--- src/rtl/divider.sv ---
// Sequential unsigned radix-2 restoring divider, one quotient bit per clock.
// Shares the trigger/ready/done handshake with the multiplier; optional fixed-point scaling.
module divider #(
    parameter int C_WIDTH     = 32,
    parameter int FIXED_POINT = 0
) (
    input  logic               ctl_clk,
    input  logic               reset,
    input  logic               trigger,
    input  logic [C_WIDTH-1:0] a,
    input  logic [C_WIDTH-1:0] b,
    output logic [C_WIDTH-1:0] y,
    output logic [C_WIDTH-1:0] r,
    output logic               ready,
    output logic               done,
    output logic               div_zero,
    output logic               overflow
);

    localparam int N     = C_WIDTH + FIXED_POINT;
    localparam int CNT_W = $clog2(N + 1);

    typedef enum logic [1:0] {
        IDLE = 2'd0,
        BUSY = 2'd1,
        DONE = 2'd2
    } state_t;

    state_t             state_q, state_d;
    logic [N-1:0]       dvd_q, dvd_d;
    logic [C_WIDTH:0]   rem_q, rem_d;
    logic [C_WIDTH-1:0] dvs_q, dvs_d;
    logic [CNT_W-1:0]   cnt_q, cnt_d;
    logic [C_WIDTH-1:0] y_q, y_d;
    logic [C_WIDTH-1:0] r_q, r_d;
    logic               ready_q, ready_d;
    logic               done_q, done_d;
    logic               div_zero_q, div_zero_d;
    logic               overflow_q, overflow_d;

    logic [C_WIDTH+1:0] rem_shift;
    logic [C_WIDTH+1:0] dvs_ext;
    logic [C_WIDTH+1:0] rem_trial;
    logic               q_bit;
    logic [C_WIDTH:0]   rem_next;
    logic [N-1:0]       quo_next;
    logic [N-1:0]       a_ext;
    logic               accept;

    // The dividend register doubles as the quotient register: quotient bits enter at the LSB
    // as dividend bits leave at the MSB, so after N steps it holds the full N-bit quotient.
    always_comb begin
        rem_shift = {rem_q, dvd_q[N-1]};
        dvs_ext   = {2'b00, dvs_q};
        q_bit     = (rem_shift >= dvs_ext);
        rem_trial = q_bit ? (rem_shift - dvs_ext) : rem_shift;
        rem_next  = (C_WIDTH + 1)'(rem_trial);
        quo_next  = {dvd_q[N-2:0], q_bit};
        a_ext     = N'(a) << FIXED_POINT;
        accept    = ready_q & trigger;
    end

    always_comb begin
        state_d    = state_q;
        dvd_d      = dvd_q;
        rem_d      = rem_q;
        dvs_d      = dvs_q;
        cnt_d      = cnt_q;
        y_d        = y_q;
        r_d        = r_q;
        div_zero_d = div_zero_q;
        overflow_d = overflow_q;
        ready_d    = 1'b0;
        done_d     = 1'b0;

        case (state_q)
            IDLE, DONE: begin
                state_d = IDLE;
                if (accept) begin
                    dvd_d = a_ext;
                    dvs_d = b;
                    rem_d = '0;
                    cnt_d = CNT_W'(N);
                    if (b == '0) begin
                        state_d    = DONE;
                        y_d        = '1;
                        r_d        = a;
                        div_zero_d = 1'b1;
                        overflow_d = 1'b0;
                    end else begin
                        state_d = BUSY;
                    end
                end
            end
            BUSY: begin
                dvd_d = quo_next;
                rem_d = rem_next;
                cnt_d = cnt_q - CNT_W'(1);
                if (cnt_q == CNT_W'(1)) begin
                    state_d    = DONE;
                    y_d        = C_WIDTH'(quo_next);
                    r_d        = C_WIDTH'(rem_next);
                    div_zero_d = 1'b0;
                    overflow_d = |(quo_next >> C_WIDTH);
                end
            end
            default: state_d = IDLE;
        endcase

        // ready/done are registered from the next state so they line up with it exactly.
        ready_d = (state_d != BUSY);
        done_d  = (state_d == DONE);
    end

    always_ff @(posedge ctl_clk or negedge reset) begin
        if (!reset) begin
            state_q    <= IDLE;
            dvd_q      <= '0;
            rem_q      <= '0;
            dvs_q      <= '0;
            cnt_q      <= '0;
            y_q        <= '0;
            r_q        <= '0;
            ready_q    <= 1'b0;
            done_q     <= 1'b0;
            div_zero_q <= 1'b0;
            overflow_q <= 1'b0;
        end else begin
            state_q    <= state_d;
            dvd_q      <= dvd_d;
            rem_q      <= rem_d;
            dvs_q      <= dvs_d;
            cnt_q      <= cnt_d;
            y_q        <= y_d;
            r_q        <= r_d;
            ready_q    <= ready_d;
            done_q     <= done_d;
            div_zero_q <= div_zero_d;
            overflow_q <= overflow_d;
        end
    end

    assign y        = y_q;
    assign r        = r_q;
    assign ready    = ready_q;
    assign done     = done_q;
    assign div_zero = div_zero_q;
    assign overflow = overflow_q;

endmodule

--- config.mk ---
export PLATFORM = sky130hd
export DESIGN_NAME = divider
export DESIGN_NICKNAME = d
export VERILOG_FILES = /design/src/rtl/divider.sv
export SDC_FILE = /design/constraint.sdc
export NUM_CORES = 1
export LEC_CHECK = 0
export ABC_AREA = 1
export CAP_MARGIN = 20
export CORE_MARGIN = 2
export CORE_UTILIZATION = 30
export CTS_CLUSTER_SIZE = 8
export DETAILED_ROUTE_END_ITERATION = 16
export SETUP_SLACK_MARGIN = 0.15
export SYNTH_ARGS = -nofsm -noshare
export SYNTH_HDL_FRONTEND = slang
export SYNTH_SLANG_ARGS = --single-unit
--- constraint.sdc ---
create_clock -name ctl_clk -period 2.15 [get_ports ctl_clk]
set_clock_uncertainty 0.1 [all_clocks]
set_input_delay 0.43 -clock ctl_clk [delete_from_list [all_inputs] [get_ports ctl_clk]]
set_output_delay 0.43 -clock ctl_clk [all_outputs]
set_load 0.02 [all_outputs]
==> results.md <==
- After synthesis, flip-flops and latches occupy 40.01% of the total area.
- Along the worst path, the maximum fanout reaches 8.
- The category of the critical setup timing path is flop to flop.
- Synthesis handed over a netlist of 1519 instances.
- The total of warnings raised by yosys is 0.
- Setup repair after global routing could not meet its margin everywhere.
- The smallest hold slack is roughly 0.25 ns.
- At the worst endpoint, the required time is 2.43 ns.
- The number of clock buffers added by TritonCTS is 17.
- The final reports fail on negative setup slack.
- The number of placed instances, taps included is 2270.
- After global routing the overflow that remains totals 0.
- The category of the worst setup path launch point is a flop.
- The post-synthesis cell area is 10760 sq um.
- After detailed routing, the total wire length is 35090 um.
- The overall die height is 193.4 um.
- Entering global routing, the biggest net connects 56 pins.
- Clock-pin slew was measured on the worst setup and hold paths at 0.07 ns.
- The ratio of total power to cell area is 1915 nW/um^2.
- The H-tree was split into 4 levels.
- The highest attainable clock frequency is 410.4 MHz.
- The post-route non-filler standard cell count is 2339.
- For this run, the detailed router's first-pass iteration total came to 5.
- The per-cell via count in the routed design is about 4.6.
- The headroom to the max-slew limit is approximately 59%.
- The run finished, with violations left.
- In the final routed layout, each cell accounts on average for 15.00 um.
- Of the cells placed in the final design, the portion with a size suffix greater than 1 is between 20 and 30%.
- The maximum ir drop on the vdd rail is 0.0008694 V.
- The longest clock path from root to sink contains 2 buffers.
- The remaining design rule violation count is 0.
- The total setup violations reported at the end of the flow is 67.
- The final worst-path setup slack is -0.2868 ns.
- A synthesized cell averages 7.081 sq um.
- The TritonCTS clock tree is yes.
- The synthesized flop and latch total is 172.
- The initial antenna violation count came to 0.
- The number of port buffers is roughly 130.
- The source of the worst register-to-register timing path is rem_q[30]$_DFFE_PN0P_.
- The number of hold violations in the final report is 0.
- The total track usage is 18.78%.
- In the final layout, flip-flops and latches occupy 4315 sq um.
- The first global-routing pass estimated 56460 um of wire.
- Summing all multi-input logic gate instances after layout gives 6330 sq um.
- The critical-path cell with the highest stage delay is dfrtp_2.
- STA classifies the critical path endpoint as a flop.
- Detailed routing inserted a total of ~11000 vias.
- The initial utilization of the core area, before any placement, comes to 30.39%.
- Data on the critical path arrives at its endpoint at about 2.7 ns.
- Traced cell by cell, the critical path runs through ha_4, nand2_4, nor2_4, nand2_4, nor2_4, nand4_1, nand2_2, nor2_4, buf_12, nand2_8, buf_12, buf_16, nand3_4, nand3_2, nand2_1, inv_1.
- The peak per-stage delay on the critical path is 0.45 ns.
- The final-report max-slew violation count was 0.
- The origin of the worst setup path is rem_q[30]$_DFFE_PN0P_.
- Summing all placed instances gives a cell area of 14300 sq um.
- The predominant post-synthesis flop cell is dfrtp_1.
- 0 antenna diodes ended up in the layout.
- The final non-filler cell area is 16480 sq um.
- The number of cells on the worst reg-to-reg path is 16.
- For this run, the post-layout net count is 1967.
- The number of clock sinks is between 150 and 200.
- The share of async-settable or async-resettable flops after synthesis is 100.0%.
- The congestion estimate from routability-driven global placement came to a little over 0.9.
- At the pin with the least slew margin, the transition time is 0.6163 ns.
- After floorplanning, the core was divided into slightly below 70 placement rows.
- The via count of the first global-routing pass is 10740.
- The share of the clock period used by the worst path is 113.3%.
- The floorplan step defined a die boundary enclosing 37390 sq um.
- Across the run, the number of max-cap violations was 0.
- The wire-length estimate of the detail-placed layout is 26070 um.
- 135 I/O pins were placed.
- The total negative slack is -12.37 ns.
- The violation count after the first detailed-routing iteration is between 600 and 700.
- Yosys mapped a number of flops with a built-in enable equal to 0.
- The later pin in the worst-skew pair is clocked with a latency of approximately 0.45 ns.
- The end point of the critical path is r[10]$_DFFE_PN0P_.
- The number of filler cells placed in the layout is roughly 3400.
- The setup slack of the most critical reg-to-reg path is -0.29 ns.
- The worst hold path class is input port to flop.
- The post-placement setup slack is -0.9737 ns.
- The layout overhead on the synthesized area is 53.17%.
- The dominant cell type by count on the critical path is nor2_4.
- The floorplan step defined a core boundary enclosing 35400 sq um.
- The worst register-to-register path ends at r[10]$_DFFE_PN0P_.
- The reported leakage power is 8.592 nW.
- The unique cell type count in the Yosys netlist is 42.
- The floorplan step set the die width to roughly 190 um.
- The count of nets left with antenna violations once routing finished came out at 0.
- The total nets after synthesis is 1621.
- The tree is rooted in a clkbuf_16.
- The final critical delay including setup and external delays is 2.437 ns.
[layout by cell type, fill, tap and decap left out, types with 33 or more instances in the layout]
cell and count:
buf_4 219, clkdlybuf4s50_1 83, dfrtp_1 163, dlymetal6s2s_1 33, inv_1 218, nand2_1 443
nand2_2 47, nand3_1 64, nand3_2 65, nand4_1 49, nor2_1 95, o21ai_0 66
[registers in the layout (all words and copies together) (netlist names)]
| signal | cells |
|---|---|
| div_zero | 1 |
| rem_q | 33 |
| state_q | 2 |
| ready | 1 |
| dvd_q | 32 |
| done | 1 |
| y | 32 |
| cnt_q | 6 |
| r | 32 |
| dvs_q | 32 |
[layer usage]
metal | track usage (%) | routed length [um] | share of wire [%] | vias to the layer above
li1 | - | - | - | 5447
met1 | 26.07 | 16690 | 48 | 5067
met2 | 30.30 | 16310 | 46 | 257
met3 | 2.859 | 1404 | 4.0 | 35
met4 | 5.457 | 681 | 1.9 | 0
met5 | 0 | 0 | 0 | -
[through the flow]
| stage | utilization [%] | power (W) |
|---|---|---|
| finish | 46.55 | 0.03155 |
| global route | 46.55 | 0.03416 |
| CTS | 44.24 | 0.02962 |
| detailed placement | 40.39 | 0.02453 |
| global placement | 40.39 | 0.02430 |
| floorplan | - | 0.01683 |
[cells in the mapped netlist, types with 3 or more instances]
master | instances | area share (%)
nor2_2 | 9 | 0.52
and2_1 | 6 | 0.35
buf_1 | 8 | 0.28
buf_4 | 8 | 0.56
a21oi_1 | 19 | 0.88
nor2_1 | 110 | 3.8
nand3_1 | 123 | 5.7
xor2_1 | 13 | 1.1
ha_1 | 34 | 4.0
clkbuf_1 | 30 | 1.0
or2_1 | 17 | 0.99
buf_2 | 6 | 0.28
a22oi_1 | 9 | 0.63
o221ai_1 | 7 | 0.57
nand2_2 | 9 | 0.52
nand3_2 | 29 | 2.7
nand2_1 | 487 | 17
dfrtp_1 | 172 | 40
nor2_4 | 3 | 0.31
nand4_1 | 49 | 2.8
inv_1 | 246 | 8.6
or2_2 | 17 | 0.99
buf_12 | 3 | 0.56
nor4_1 | 4 | 0.23
inv_2 | 5 | 0.17
o21ai_0 | 68 | 3.2
buf_6 | 4 | 0.42
nor3_1 | 6 | 0.28
[how the worst min path moves through the flow]
stage	startpoint	end	slack (ns)	cells after the start
6_report	b[25]	dvs_q[25]$_DFFE_PN0P_	0.25	3
3_5_place_dp	reset	dvs_q[7]$_DFFE_PN0P_	0.36	1
3_3_place_gp	reset	r[10]$_DFFE_PN0P_	0.35	1
5_1_grt	b[25]	dvs_q[25]$_DFFE_PN0P_	0.28	3
4_1_cts	y[10]$_DFFE_PN0P_	y[10]$_DFFE_PN0P_	0.38	2
2_1_floorplan	reset	cnt_q[0]$_DFFE_PN0P_	0.03	0
[critical path: cells and delay by family (launching register included)]
family / cells / cell delay [ns]
AND/OR/NAND/NOR: 11 / 1.07
buffers and inverters: 4 / 0.45
flip-flops: 1 / 0.45
adder cells (fa/ha/maj): 1 / 0.31
[power breakdown]
part	leakage (nW)	switching, W	internal, W	total, W
logic	6.22	0.0125	0.00999	0.0225
registers	2.08	0.00110	0.00477	0.00587
clock network	0.291	0.00138	0.00182	0.00321
[layout make-up]
| type | instances | area share (%) |
|---|---|---|
| Multi-Input combinational cell | 1037 | 38.42 |
| Clock buffer | 21 | 2.855 |
| Timing Repair Buffer | 386 | 22.46 |
| Inverter | 251 | 5.764 |
| Tap cell | 461 | 3.501 |
| Clock inverter | 11 | 0.8050 |
| Sequential cell | 172 | 26.19 |
[kinds of logic after synthesis]
kind of cell | count (synthesis) | share of synthesized area (%)
XOR/XNOR | 15 | 1.221
AND/OR/NAND/NOR | 873 | 36.77
buffers and inverters | 310 | 11.90
flip-flops | 172 | 40.01
other | 1 | 0.03486
adder cells (fa/ha/maj) | 35 | 4.141
multiplexers | 1 | 0.09306
AO/OA/AOI/OAI | 112 | 5.828
[what timing repair did]
| item | CTS | global route |
|---|---|---|
| buffers inserted | 13 | 18 |
| pin swaps | 41 | 54 |
| endpoints found under the setup margin | 112 | 107 |
| gates resized for setup | 117 | 175 |
| cloned | 4 | 1 |
| hold buffers | 1 | 0 |
| endpoints found under the hold margin | 41 | 0 |
No activity file was read; power rests on OpenSTA's default activity.
